===== config.mk =====
export PLATFORM = sky130hd
export DESIGN_NAME = boreal_sram_arb
export DESIGN_NICKNAME = d
export VERILOG_FILES = /design/src/rtl/boreal_pkg.sv /design/src/rtl/boreal_sram_arb.sv
export SDC_FILE = /design/constraint.sdc
export NUM_CORES = 1
export LEC_CHECK = 0
export BUFFER_PORTS_ARGS = -buffer_cell sky130_fd_sc_hd__buf_2
export CAP_MARGIN = 10
export CORE_MARGIN = 8
export CORE_UTILIZATION = 43
export CTS_BUF_LIST = sky130_fd_sc_hd__clkbuf_4 sky130_fd_sc_hd__clkbuf_8
export DETAILED_ROUTE_END_ITERATION = 8
export PLACE_DENSITY_LB_ADDON = 0.05
export SETUP_SLACK_MARGIN = 0.3
export SLEW_MARGIN = 40
export SYNTH_ARGS = -nofsm -noshare
export SYNTH_HDL_FRONTEND = slang
export SYNTH_SLANG_ARGS = --single-unit

===== constraint.sdc =====
create_clock -name clk -period 2.4 [get_ports clk]
set_input_delay 0.12 -clock clk [delete_from_list [all_inputs] [get_ports clk]]
set_output_delay 0.12 -clock clk [all_outputs]
set_load 0.01 [all_outputs]

===== src/rtl/boreal_pkg.sv =====
// rtl/boreal_pkg.sv - state encoding, defaults and winner selection for boreal_sram_arb
package boreal_pkg;

    localparam int SRAM_AW_DEF = 10;

    typedef enum logic [1:0] {
        ST_IDLE   = 2'd0,
        ST_ACCESS = 2'd1,
        ST_RESP   = 2'd2
    } arb_state_t;

    // Returns 1 when the DMA port wins; only meaningful with at least one sel high.
    function automatic logic pick_dma(
        input logic cpu_sel,
        input logic dma_sel,
        input logic prio_mode,
        input logic starved,
        input logic last_dma
    );
        if (!(cpu_sel && dma_sel)) return dma_sel;
        if (prio_mode) return !starved;
        return !last_dma;
    endfunction

endpackage


===== src/rtl/boreal_sram_arb.sv =====
// rtl/boreal_sram_arb.sv - two-port (CPU/DMA) single-SRAM arbiter, one access per three cycles
module boreal_sram_arb
    import boreal_pkg::*;
#(
    parameter int SRAM_AW    = SRAM_AW_DEF,
    parameter int DMA_PRIO   = 1,
    parameter int STARVE_MAX = 4
) (
    input  logic               clk,
    input  logic               rst,
    input  logic               cpu_sel,
    input  logic               cpu_wr,
    input  logic [SRAM_AW-1:0] cpu_addr,
    input  logic [31:0]        cpu_wdata,
    output logic [31:0]        cpu_rdata,
    output logic               cpu_ack,
    input  logic               dma_sel,
    input  logic               dma_wr,
    input  logic [SRAM_AW-1:0] dma_addr,
    input  logic [31:0]        dma_wdata,
    output logic [31:0]        dma_rdata,
    output logic               dma_ack,
    output logic               sram_en,
    output logic               sram_we,
    output logic [SRAM_AW-1:0] sram_addr,
    output logic [31:0]        sram_wdata,
    input  logic [31:0]        sram_rdata,
    input  logic               stat_clr,
    output logic [15:0]        conflict_cnt
);

    localparam logic PRIO_MODE = (DMA_PRIO != 0);
    localparam logic [2:0] STARVE_LIM = 3'(STARVE_MAX);

    arb_state_t         state_q, state_d;
    logic               en_q, en_d;
    logic               we_q, we_d;
    logic [SRAM_AW-1:0] addr_q, addr_d;
    logic [31:0]        wdata_q, wdata_d;
    logic               cack_q, cack_d;
    logic               dack_q, dack_d;
    logic               grant_dma_q, grant_dma_d;
    logic               last_dma_q, last_dma_d;
    logic [2:0]         starve_q, starve_d;
    logic [15:0]        conflict_q, conflict_d;
    logic               tie;
    logic               win_dma;

    assign tie     = cpu_sel && dma_sel;
    assign win_dma = pick_dma(cpu_sel, dma_sel, PRIO_MODE, starve_q == STARVE_LIM, last_dma_q);

    always_comb begin
        state_d     = state_q;
        en_d        = 1'b0;
        we_d        = 1'b0;
        addr_d      = addr_q;
        wdata_d     = wdata_q;
        cack_d      = 1'b0;
        dack_d      = 1'b0;
        grant_dma_d = grant_dma_q;
        last_dma_d  = last_dma_q;
        starve_d    = starve_q;
        conflict_d  = conflict_q;

        case (state_q)
            ST_IDLE: begin
                if (cpu_sel || dma_sel) begin
                    grant_dma_d = win_dma;
                    last_dma_d  = win_dma;
                    en_d        = 1'b1;
                    we_d        = win_dma ? dma_wr    : cpu_wr;
                    addr_d      = win_dma ? dma_addr  : cpu_addr;
                    wdata_d     = win_dma ? dma_wdata : cpu_wdata;
                    if (!win_dma)
                        starve_d = 3'd0;
                    else if (tie)
                        starve_d = starve_q + 3'd1;
                    state_d = ST_ACCESS;
                end
            end
            ST_ACCESS: begin
                cack_d  = !grant_dma_q;
                dack_d  = grant_dma_q;
                state_d = ST_RESP;
            end
            ST_RESP: state_d = ST_IDLE;
            default: state_d = ST_IDLE;
        endcase

        // Clear beats a same-cycle tie increment.
        if (stat_clr)
            conflict_d = 16'h0000;
        else if (state_q == ST_IDLE && tie && conflict_q != 16'hFFFF)
            conflict_d = conflict_q + 16'h0001;
    end

    always_ff @(posedge clk or posedge rst) begin
        if (rst) begin
            state_q     <= ST_IDLE;
            en_q        <= 1'b0;
            we_q        <= 1'b0;
            addr_q      <= '0;
            wdata_q     <= 32'h0;
            cack_q      <= 1'b0;
            dack_q      <= 1'b0;
            grant_dma_q <= 1'b0;
            last_dma_q  <= 1'b1;
            starve_q    <= 3'd0;
            conflict_q  <= 16'h0000;
        end else begin
            state_q     <= state_d;
            en_q        <= en_d;
            we_q        <= we_d;
            addr_q      <= addr_d;
            wdata_q     <= wdata_d;
            cack_q      <= cack_d;
            dack_q      <= dack_d;
            grant_dma_q <= grant_dma_d;
            last_dma_q  <= last_dma_d;
            starve_q    <= starve_d;
            conflict_q  <= conflict_d;
        end
    end

    assign sram_en      = en_q;
    assign sram_we      = we_q;
    assign sram_addr    = addr_q;
    assign sram_wdata   = wdata_q;
    assign cpu_ack      = cack_q;
    assign dma_ack      = dack_q;
    // Read data is only steered to the port holding the ack; everyone else sees zero.
    assign cpu_rdata    = cack_q ? sram_rdata : 32'h0;
    assign dma_rdata    = dack_q ? sram_rdata : 32'h0;
    assign conflict_cnt = conflict_q;

endmodule


==> run summary, run 1 <==
Setup repair after global routing missed its margin: yes
Final count of negative-setup-slack endpoints: 0
Number of synthesized register bits: 68
Number of hold violations in the final report: 0
Hold path start: cpu_wr
Initial antenna violation count: 0
TritonCTS clock tree: done
Worst clock skew on the final layout: 0.0107 ns
Area of the core: 8220 µm²
Min-Delay Endpoint: sram_we$_DFF_PP0_
Worst Setup End Kind: flop
Maximum clock path buffer count: 2
Max-cap violations: 0
Max-slew violation count: 0
Starting Density: 44.4%
Clock root buffer master: sky130_fd_sc_hd__clkbuf_8
Maximum vdd ir drop: 498 µV
Worst Hold Depth: 3
Detailed-router iteration count before antenna repair: 4
Sw frac: 39.5%
Maximum number of pins on one net before global-route repair: 68
Clock tree sinks: 68
Instance area at placement: 4990 µm²
LEAKAGE: 2.90 nW
Synth unique cells: 37
Synthesized net count: 515
Least-Margin Pin Slew: 0.728 ns
Reg power frac: 38.3%
Peak Freq: 501 MHz
Post-Place Worst Slack: 0.444 ns
Logic depth of the worst register-to-register path: 4
Final net count: 757
Arrival time worst endpoint: 2.22 ns
GR met1 Demand/Resource: 20.7%
PwrDens: 934 nW/µm²
Max-slew headroom at the worst pin: 51.5%
Clock latency on the worst-skew pair: 0.34 ns
Minimum clock period: 1.99 ns
Ratio of cells with drive above 1 in the final layout: 44.5%
Register clock-pin slew on the reported worst setup and hold paths: 0.08 ns
Area of the mapped netlist: 3650 µm²
Cell Rows: 33
Most used routing layer: met2
Total number of vias: 3640
Worst Hold Slack: 0.0210 ns
Type of element launching the critical path: flop
Layout area overhead: 43.0%
Net switching power: 1.93 mW
Total detailed-routing wirelength: 11700 µm
Setup Total Neg Slack: 0 ns
Count of input and output buffers: 248
Routed length per instance: 15.8 µm
Final worst-path setup slack: 0.406 ns
Routability-driven placement congestion ratio: 0.842
Detail Placement HPWL: 9460 µm
Critical path type: reg -> reg
Horizontal extent of the die: 108 µm
Via-per-instance ratio: 4.91
Clock buffer count from CTS: 9
Internal portion of total power: 2.95 mW
Remaining routing DRC violations: 0
I/O pin cnt: 249
Reg-to-reg critical path endpoint: conflict_cnt[13]$_DFFE_PP0P_
Global router's overall resource usage: 19.0%
Via count of the first global-routing pass: 3692
Share of the cycle needed by the critical path after routing: 83.1%
Number of warning messages in the yosys log: 0
Critical path required time: 2.63 ns
Diodes inserted: 0
Share of total power in combinational logic: 42.3%
Synth Instances: 389
Gr ovfl total: 0
Die extent in y: 108 µm
Average cell area after synthesis: 9.39 µm²
Maximum fanout along the worst path: 7
Final Util: 63.5%
R2r startpoint: state_q[1]$_DFFE_PP0P_
Setup slack on the worst flop-to-flop path: 0.41 ns
Global-route wire length before repair: 17800 µm
Run status: completed
Area enclosed by the die boundary: 11700 µm²
Count of antenna-violating nets left after detailed routing: 0
Share of synthesized area occupied by flip-flops and latches: 46.6%
Worst hold-check path type: in -> reg
Fraction of met2 tracks used by global routing: 33.4%
Number of H-tree levels: 3
Grt met3 use: 6.54%
Area of all placed cells without fillers: 5220 µm²
Count of routing violations after the opening detailed-route iteration: 141
Proportion of power drawn by the clock network: 19.4%
-- layout by cell type, fill, tap and decap left out, drive strengths merged, types with 9 or more instances in the layout --
cell type and instances:
a21oi 14, o21ai 51, clkbuf 9, nand2 50
buf 254, nand3 9, mux2i 42, and2 65
dfrtp 68, inv 10
-- worst max-delay path by stage --
stage / from / end / slack [ns]
floorplan: conflict_cnt[0]$_DFFE_PP0P_ / conflict_cnt[14]$_DFFE_PP0P_ / 0.52
global placement: conflict_cnt[0]$_DFFE_PP0P_ / conflict_cnt[14]$_DFFE_PP0P_ / 0.50
detailed placement: conflict_cnt[0]$_DFFE_PP0P_ / conflict_cnt[14]$_DFFE_PP0P_ / 0.44
CTS: conflict_cnt[0]$_DFFE_PP0P_ / conflict_cnt[14]$_DFFE_PP0P_ / 0.42
global route: state_q[1]$_DFFE_PP0P_ / conflict_cnt[13]$_DFFE_PP0P_ / 0.28
finish: state_q[1]$_DFFE_PP0P_ / conflict_cnt[13]$_DFFE_PP0P_ / 0.41
-- Yosys cell counts, drive strengths merged --
| cell type | count | area share (%) |
|---|---|---|
| a211oi | 1 | 0.21 |
| o21bai | 1 | 0.21 |
| dfrtp | 68 | 47 |
| nor3 | 4 | 0.55 |
| nor2 | 5 | 0.51 |
| o21ai | 51 | 7.0 |
| nand3 | 9 | 1.2 |
| or2 | 2 | 0.34 |
| and2 | 65 | 11 |
| inv | 8 | 0.82 |
| nor4 | 3 | 0.69 |
| a21oi | 14 | 1.9 |
| nor2b | 3 | 0.51 |
| nand4bb | 1 | 0.45 |
| or3 | 6 | 1.1 |
| ha | 3 | 1.0 |
| mux2 | 3 | 0.93 |
| and4bb | 1 | 0.34 |
| o31ai | 6 | 1.2 |
| clkbuf | 16 | 1.6 |
| buf | 8 | 1.1 |
| a31oi | 1 | 0.17 |
| nand2 | 50 | 5.1 |
| nand4 | 5 | 0.86 |
| mux2i | 42 | 12 |
| o31a | 1 | 0.24 |
| and2b | 1 | 0.21 |
| and4 | 2 | 0.55 |
| or4 | 6 | 1.2 |
| a21o | 1 | 0.21 |
| and3 | 1 | 0.17 |
| a22o | 1 | 0.24 |
-- area by class of cell --
cell class | instances | area [µm²]
timing repair buffer | 255 | 1320
multi-input combinational | 289 | 1840
clock buffer | 9 | 124
sequential | 68 | 1700
fill | 739 | 3000
inverter | 8 | 30.0
tap | 105 | 131
clock inverter | 7 | 73.8
-- power groups by stage --
stage | clock network, mW | logic, mW | registers, mW
after floorplan | 0 | 1.02 | 1.99
after global placement | 0 | 2.08 | 1.88
after detailed placement | 0 | 2.12 | 1.89
after CTS | 0.969 | 2.12 | 1.88
after global routing | 1.01 | 2.31 | 1.94
final | 0.944 | 2.06 | 1.87
-- repair_timing --
item                                    in CTS  in global routing
resized for setup                            0                  1
endpoints found under the setup margin       0                  7
endpoints found under the hold margin       29                  0
hold buffers                                 1                  0
setup buffers                                0                  2
-- metrics by stage --
| stage | power, mW | cells |
|---|---|---|
| after global routing | 5.26 | 741 |
| final | 4.88 | 741 |
| after detailed placement | 4.01 | 722 |
| after CTS | 4.96 | 739 |
| after global placement | 3.95 | 722 |
| after floorplan | 3.01 | 389 |
-- logic make-up after synthesis --
kind of cell | share of synthesized area (%)
DFF | 46.6
and+or+nand+nor | 25.0
muxes | 12.4
AOI/OAI and AO/OA | 11.4
buffers and inverters | 3.53
adders and majority gates | 1.03
-- registers in the layout, summed over array words and instances, names as in the netlist --
name and flops:
sram_wdata 32, conflict_cnt 16, sram_addr 10, starve_q 3, state_q 2, cpu_ack 1
dma_ack 1, grant_dma_q 1, sram_en 1, sram_we 1
-- layer usage --
metal	up-vias	part of all wire, %
met3	12	9.7
met1	1652	38
li1	1823	-
met5	-	0
met2	153	51
met4	0	1.4
-- critical path, stage by stage, from the launching register on --
cell	delay [ns]
sky130_fd_sc_hd__dfrtp_1	0.40
sky130_fd_sc_hd__and4bb_1	0.45
sky130_fd_sc_hd__nand4_1	0.31
sky130_fd_sc_hd__nor4_1	0.34
sky130_fd_sc_hd__mux2_2	0.38
Power figures use the tool's default switching activity.
==> run 2: changes to the inputs <==
--- a/config.mk
+++ b/config.mk
@@ -5,10 +5,11 @@
 export SDC_FILE = /design/constraint.sdc
 export NUM_CORES = 1
 export LEC_CHECK = 0
+export ABC_AREA = 1
 export BUFFER_PORTS_ARGS = -buffer_cell sky130_fd_sc_hd__buf_2
 export CAP_MARGIN = 10
 export CORE_MARGIN = 8
-export CORE_UTILIZATION = 43
+export CORE_UTILIZATION = 40
 export CTS_BUF_LIST = sky130_fd_sc_hd__clkbuf_4 sky130_fd_sc_hd__clkbuf_8
 export DETAILED_ROUTE_END_ITERATION = 8
 export PLACE_DENSITY_LB_ADDON = 0.05
==> constraint.sdc (replaced) <==
create_clock -name clk -period 1.7 [get_ports clk]
set_input_delay 0.085 -clock clk [delete_from_list [all_inputs] [get_ports clk]]
set_output_delay 0.085 -clock clk [all_outputs]
set_load 0.01 [all_outputs]
==> run 2 against run 1 <==
Total power grew 72%. Hold slack lost 0.019 ns. Synthesized cell count grew 44%. Global-route usage grew 2.3 points. Die area grew 11%. Maximum frequency grew 30%. Count of clock-buffer cells in the layout grew 2. Register-to-register slack lost 0.24 ns. Area after synthesis grew 4.9%. First-iteration DRC count grew 68%. Critical path type unchanged. Highest routed layer unchanged.
==> run summary, run 2 <==
Run status: completed
Minimum clock period: 1.54 ns
I/O pin cnt: 249
Register clock-pin slew on the reported worst setup and hold paths: 0.08 ns
PwrDens: 1300 nW/µm²
Area of the mapped netlist: 3830 µm²
Count of antenna-violating nets left after detailed routing: 0
Worst Setup End Kind: flop
Count of routing violations after the opening detailed-route iteration: 237
Critical path type: reg -> reg
Detail Placement HPWL: 10500 µm
Via-per-instance ratio: 4.84
Ratio of cells with drive above 1 in the final layout: 45.8%
Cell Rows: 35
Synth top area cells: sky130_fd_sc_hd__dfrtp_1 (44%), sky130_fd_sc_hd__nand2_1 (17%), sky130_fd_sc_hd__o21ai_0 (10%)
Peak Freq: 651 MHz
Clock tree sinks: 68
Clock latency on the worst-skew pair: 0.34 ns
Max-cap violations: 0
Starting Density: 41.3%
Remaining routing DRC violations: 0
Most common cell after layout, fill and taps aside: sky130_fd_sc_hd__buf_2
Global router's overall resource usage: 21.2%
Synth Instances: 562
Area enclosed by the die boundary: 13000 µm²
Maximum clock path buffer count: 2
Initial antenna violation count: 0
Least-Margin Pin Slew: 0.497 ns
Post-synthesis async set-or-reset flop share: 100%
Routed length per instance: 16.1 µm
Type of element launching the critical path: flop
Arrival time worst endpoint: 1.80 ns
Clock buffer count from CTS: 9
Area of the core: 9280 µm²
Routability-driven placement congestion ratio: 0.873
Dominant register cell in the synthesized netlist: sky130_fd_sc_hd__dfrtp_1
Count of input and output buffers: 248
Setup Total Neg Slack: 0 ns
Worst hold-check path type: in -> reg
Number of synthesized register bits: 68
Most numerous cell in the Yosys netlist: sky130_fd_sc_hd__nand2_1
Portion of synthesized cell area occupied by the leading cell type: 44.4%
PnR Total Power: 8.40 mW
Average cell area after synthesis: 6.81 µm²
Setup slack on the worst flop-to-flop path: 0.16 ns
Number of H-tree levels: 3
Max-slew violation count: 0
LEAKAGE: 3.86 nW
Final count of negative-setup-slack endpoints: 0
Max reg flops: 32
Total number of vias: 4805
Synth unique cells: 25
Maximum number of pins on one net before global-route repair: 69
Commonest non-fill, non-tap cells in the layout: sky130_fd_sc_hd__buf_2 (248), sky130_fd_sc_hd__nand2_1 (158), sky130_fd_sc_hd__inv_1 (85), sky130_fd_sc_hd__dfrtp_1 (63), sky130_fd_sc_hd__o21ai_1 (47)
Number of enable flip-flop cells after synthesis: 0
Via count of the first global-routing pass: 4694
Setup repair after global routing missed its margin: yes
TritonCTS clock tree: done
Maximum vdd ir drop: 816 µV
Die extent in y: 114 µm
Share of synthesized area occupied by flip-flops and latches: 44.4%
Clock root buffer master: sky130_fd_sc_hd__clkbuf_8
Global-route wire length before repair: 22300 µm
Top cells by instance count after synthesis: sky130_fd_sc_hd__nand2_1 (172), sky130_fd_sc_hd__inv_1 (89), sky130_fd_sc_hd__o21ai_0 (78)
Maximum fanout along the worst path: 8
Share of the cycle needed by the critical path after routing: 90.3%
Number of hold violations in the final report: 0
Max-slew headroom at the worst pin: 66.8%
Number of warning messages in the yosys log: 0
Final net count: 985
Gr ovfl total: 0
Synthesized net count: 688
Detailed-router iteration count before antenna repair: 4
Top cell type by total area after synthesis: sky130_fd_sc_hd__dfrtp_1
Total detailed-routing wirelength: 16000 µm
Diodes inserted: 0
Layout area overhead: 68.0%
Critical path required time: 1.97 ns
Worst Hold Slack: 0.00224 ns
Worst clock skew on the final layout: 0.0128 ns
Horizontal extent of the die: 114 µm
[run 2: worst paths after layout]
kind                                          endpoint  cells after the start                     from
max                          sram_wdata[6]$_DFFE_PP0P_                      8  starve_q[1]$_DFFE_PP0P_
min                          sram_wdata[1]$_DFFE_PP0P_                      3             dma_wdata[1]
max reg2reg                  sram_wdata[6]$_DFFE_PP0P_                      8  starve_q[1]$_DFFE_PP0P_
min reg2reg                          cpu_ack$_DFF_PP0_                      1  grant_dma_q$_DFFE_PP0P_
max in group asynchronous            dma_ack$_DFF_PP0_                      4                      rst
min in group asynchronous  conflict_cnt[1]$_DFFE_PP0P_                      4                      rst
[run 2: through the flow]
step           area [µm²]  worst slack [ns]  instances  util, %
6_report             6440             0.164        992     69.3
5_1_grt              6440            0.0856        992     69.3
4_1_cts              5810             0.223        967     62.6
3_5_place_dp         5340            0.0626        933     57.5
3_3_place_gp         5340             0.128        933     57.5
2_1_floorplan        3880             0.149        562        -
[run 2: cell type report]
class	count	area [µm²]
fill	770	2850
timing repair buffer	312	2100
multi-input combinational	377	1930
sequential	68	1710
inverter	91	353
tap	129	161
clock buffer	11	151
clock inverter	4	25.0
[run 2: cells by family after synthesis]
| family | after synthesis | share of synthesized area (%) |
|---|---|---|
| AND/OR/NAND/NOR | 277 | 29.6 |
| buffers and inverters | 117 | 11.9 |
| AO/OA/AOI/OAI | 95 | 12.6 |
| flip-flops | 68 | 44.4 |
| adder cells (fa/ha/maj) | 3 | 0.980 |
| XOR/XNOR | 2 | 0.457 |
[run 2: per-layer routing]
metal  vias to the layer above  share of wire, %  global-route usage [%]
li1                       2326                 -                       -
met1                      2215                37                    22.3
met2                       228                51                    37.4
met3                        36               9.1                    7.50
met4                         0               2.7                    9.76
met5                         -                 0                       0
[run 2: what timing repair did]
action | 4_1_cts | 5_1_grt
gates cloned | 2 | 11
hold endpoints to repair | 73 | 3
pin swaps | 9 | 12
hold buffers | 6 | 3
resized for setup | 29 | 122
setup buffers | 11 | 11
setup endpoints to repair | 123 | 101
[run 2: worst max-delay path: stages, from the launching register on]
cell	delay, ns
sky130_fd_sc_hd__dfrtp_1	0.39
sky130_fd_sc_hd__inv_2	0.06
sky130_fd_sc_hd__ha_4	0.16
sky130_fd_sc_hd__a31oi_4	0.18
sky130_fd_sc_hd__buf_6	0.16
sky130_fd_sc_hd__buf_8	0.13
sky130_fd_sc_hd__clkbuf_16	0.17
sky130_fd_sc_hd__o21ai_2	0.05
sky130_fd_sc_hd__o21ai_1	0.14
[run 2: where the power goes]
part	internal, mW	leakage [nW]	switching, mW
Clock	0.596	0.0872	0.618
Combinational	2.02	2.92	2.55
Sequential	2.25	0.853	0.367
==> run 3: changes to the inputs <==
--- a/config.mk
+++ b/config.mk
@@ -5,13 +5,13 @@
 export SDC_FILE = /design/constraint.sdc
 export NUM_CORES = 1
 export LEC_CHECK = 0
-export ABC_AREA = 1
 export BUFFER_PORTS_ARGS = -buffer_cell sky130_fd_sc_hd__buf_2
 export CAP_MARGIN = 10
 export CORE_MARGIN = 8
-export CORE_UTILIZATION = 40
+export CORE_UTILIZATION = 39
 export CTS_BUF_LIST = sky130_fd_sc_hd__clkbuf_4 sky130_fd_sc_hd__clkbuf_8
 export DETAILED_ROUTE_END_ITERATION = 8
+export GPL_ROUTABILITY_DRIVEN = 0
 export PLACE_DENSITY_LB_ADDON = 0.05
 export SETUP_SLACK_MARGIN = 0.3
 export SLEW_MARGIN = 40
==> run 3 against run 2 <==
The flow now finishes with violations (negative setup slack). Via count fell by 19%. Setup slack worse by 0.21 ns. Die area shrank 1.9%. Critical endpoint is now conflict_cnt[12]$_DFFE_PP0P_. Largest power group unchanged. Highest routed layer unchanged.
==> run summary, run 3 (synthesis results as in run 1) <==
Routed length per instance: 16.6 µm
Final worst-path setup slack: -0.0490 ns
Count of input and output buffers: 248
TritonCTS clock tree: done
Clock root buffer master: sky130_fd_sc_hd__clkbuf_8
Area enclosed by the die boundary: 12700 µm²
Post-Place Worst Slack: -0.0955 ns
Via-per-instance ratio: 4.89
Count of antenna-violating nets left after detailed routing: 0
Final count of negative-setup-slack endpoints: 1
Min-Delay Endpoint: sram_wdata[27]$_DFFE_PP0P_
Max reg flops: 32
Worst Setup End Kind: flop
Worst clock skew on the final layout: 0.00740 ns
Detailed-router iteration count before antenna repair: 4
LEAKAGE: 3.28 nW
Hold path start: dma_wdata[27]
Diodes inserted: 0
Critical path required time: 1.95 ns
Global-route wire length before repair: 20300 µm
Share of the cycle needed by the critical path after routing: 103%
Detail Placement HPWL: 9640 µm
Max-cap violations: 0
Reg-to-reg critical path endpoint: conflict_cnt[12]$_DFFE_PP0P_
Least-Margin Pin Slew: 0.549 ns
Initial antenna violation count: 0
Crit-path slowest cell: sky130_fd_sc_hd__or3_4
Gr ovfl total: 0
Commonest non-fill, non-tap cells in the layout: sky130_fd_sc_hd__buf_2 (248), sky130_fd_sc_hd__dfrtp_1 (66), sky130_fd_sc_hd__and2_1 (65), sky130_fd_sc_hd__nand2_1 (48), sky130_fd_sc_hd__o21ai_1 (41)
Via count of the first global-routing pass: 4086
Type of element launching the critical path: flop
Area of the core: 9150 µm²
Number of H-tree levels: 3
Peak Freq: 572 MHz
Maximum vdd ir drop: 692 µV
Worst hold-check path type: in -> reg
Clock latency on the worst-skew pair: 0.32 ns
Worst path max stage delay: 0.44 ns
Worst Hold Slack: 0.0259 ns
Horizontal extent of the die: 113 µm
PwrDens: 1220 nW/µm²
Total detailed-routing wirelength: 13200 µm
Cell family with most CP delay: simple AND/OR/NAND/NOR gates
Final net count: 811
Instance area at placement: 5260 µm²
Ratio of cells with drive above 1 in the final layout: 54.5%
Max-slew headroom at the worst pin: 63.3%
Violated checks: negative setup slack
Logic depth of the worst register-to-register path: 4
Most common cell after layout, fill and taps aside: sky130_fd_sc_hd__buf_2
I/O pin cnt: 249
Setup repair after global routing missed its margin: yes
Clock buffer count from CTS: 9
Count of routing violations after the opening detailed-route iteration: 169
Number of hold violations in the final report: 0
Layout area overhead: 68.5%
Critical path type: reg -> reg
Setup slack on the worst flop-to-flop path: -0.05 ns
Maximum fanout along the worst path: 7
Final Util: 67.2%
Total number of vias: 3911
Clock tree sinks: 68
Cell Rows: 35
Register clock-pin slew on the reported worst setup and hold paths: 0.07 ns
Maximum number of pins on one net before global-route repair: 69
R2r startpoint: state_q[1]$_DFFE_PP0P_
Worst Hold Depth: 3
Run status: finished, violations left
Minimum clock period: 1.75 ns
Cell Chain, Critical Path: nand4bb_4, or3_4, or4_4, a21oi_2
Remaining routing DRC violations: 0
Global router's overall resource usage: 19.8%
Arrival time worst endpoint: 2.00 ns
Maximum clock path buffer count: 2
Max-slew violation count: 0
Number of gates on the worst path with buffers counted: 4
Starting Density: 39.9%
Area of all placed cells without fillers: 6150 µm²
Die extent in y: 113 µm
Number of cells after detailed placement: 754
CP Buf/Inv Count: 0
Post-Layout Cell Count: 799
[run 3: cell types whose count changed in the layout (fill, tap and decap cells not counted), sizes merged, moves of 7 or more]
cell / before / now
buf: 293 / 305
nor2: 70 / 5
clkbuf: 21 / 14
and2: 0 / 65
o21ai: 88 / 51
a21oi: 5 / 14
nand3: 16 / 9
mux2i: 0 / 42
nand4: 13 / 5
dlygate4sd3: 9 / 2
inv: 90 / 7
nand2: 174 / 50
[run 3: layer usage]
layer / vias up / part of all wire [%] / global-route usage, %
met3: 12 / 8.2 / 5.96
met2: 153 / 53 / 36.2
met1: 1806 / 38 / 21.3
li1: 1940 / - / -
met5: - / 0 / 0
met4: 0 / 1.4 / 6.47
[run 3: through the flow]
step / power (mW) / TNS, ns
global placement: 5.70 / -0.0252
global route: 8.04 / -0.285
finish: 7.48 / -0.0490
detailed placement: 5.76 / -0.232
CTS: 7.34 / -0.0500
floorplan: 4.29 / -0.590
[run 3: area by class of cell]
class / count / area (µm²)
flip-flops and latches: 68 / 1710
multi-input cells: 289 / 2120
clock buffers: 12 / 159
repair buffers: 309 / 1960
inverters: 8 / 33.8
fillers: 755 / 3000
clock inverters: 2 / 35.0
well taps: 111 / 139
[run 3: worst max path at each step]
stage	startpoint	endpoint
2_1_floorplan	conflict_cnt[0]$_DFFE_PP0P_	conflict_cnt[10]$_DFFE_PP0P_
3_3_place_gp	conflict_cnt[1]$_DFFE_PP0P_	conflict_cnt[13]$_DFFE_PP0P_
3_5_place_dp	conflict_cnt[1]$_DFFE_PP0P_	conflict_cnt[12]$_DFFE_PP0P_
4_1_cts	state_q[1]$_DFFE_PP0P_	conflict_cnt[12]$_DFFE_PP0P_
5_1_grt	state_q[1]$_DFFE_PP0P_	conflict_cnt[12]$_DFFE_PP0P_
6_report	state_q[1]$_DFFE_PP0P_	conflict_cnt[12]$_DFFE_PP0P_
[run 3: worst register-to-register path: stages, from the launching register on]
cell	delay, ns
sky130_fd_sc_hd__dfrtp_1	0.40
sky130_fd_sc_hd__nand4bb_4	0.23
sky130_fd_sc_hd__or3_4	0.44
sky130_fd_sc_hd__or4_4	0.43
sky130_fd_sc_hd__a21oi_2	0.17
[run 3: timing repair]
action	CTS	global route
cloned	5	2
resized for setup	53	61
hold buffers	2	0
pin swaps	17	14
endpoints found under the setup margin	125	115
setup buffers	13	9
endpoints found under the hold margin	69	0
[run 3: report_power, final]
part / internal (mW) / switching [mW]
combinational: 1.65 / 1.84
clock: 0.757 / 0.575
sequential: 2.23 / 0.421
total: 4.64 / 2.84
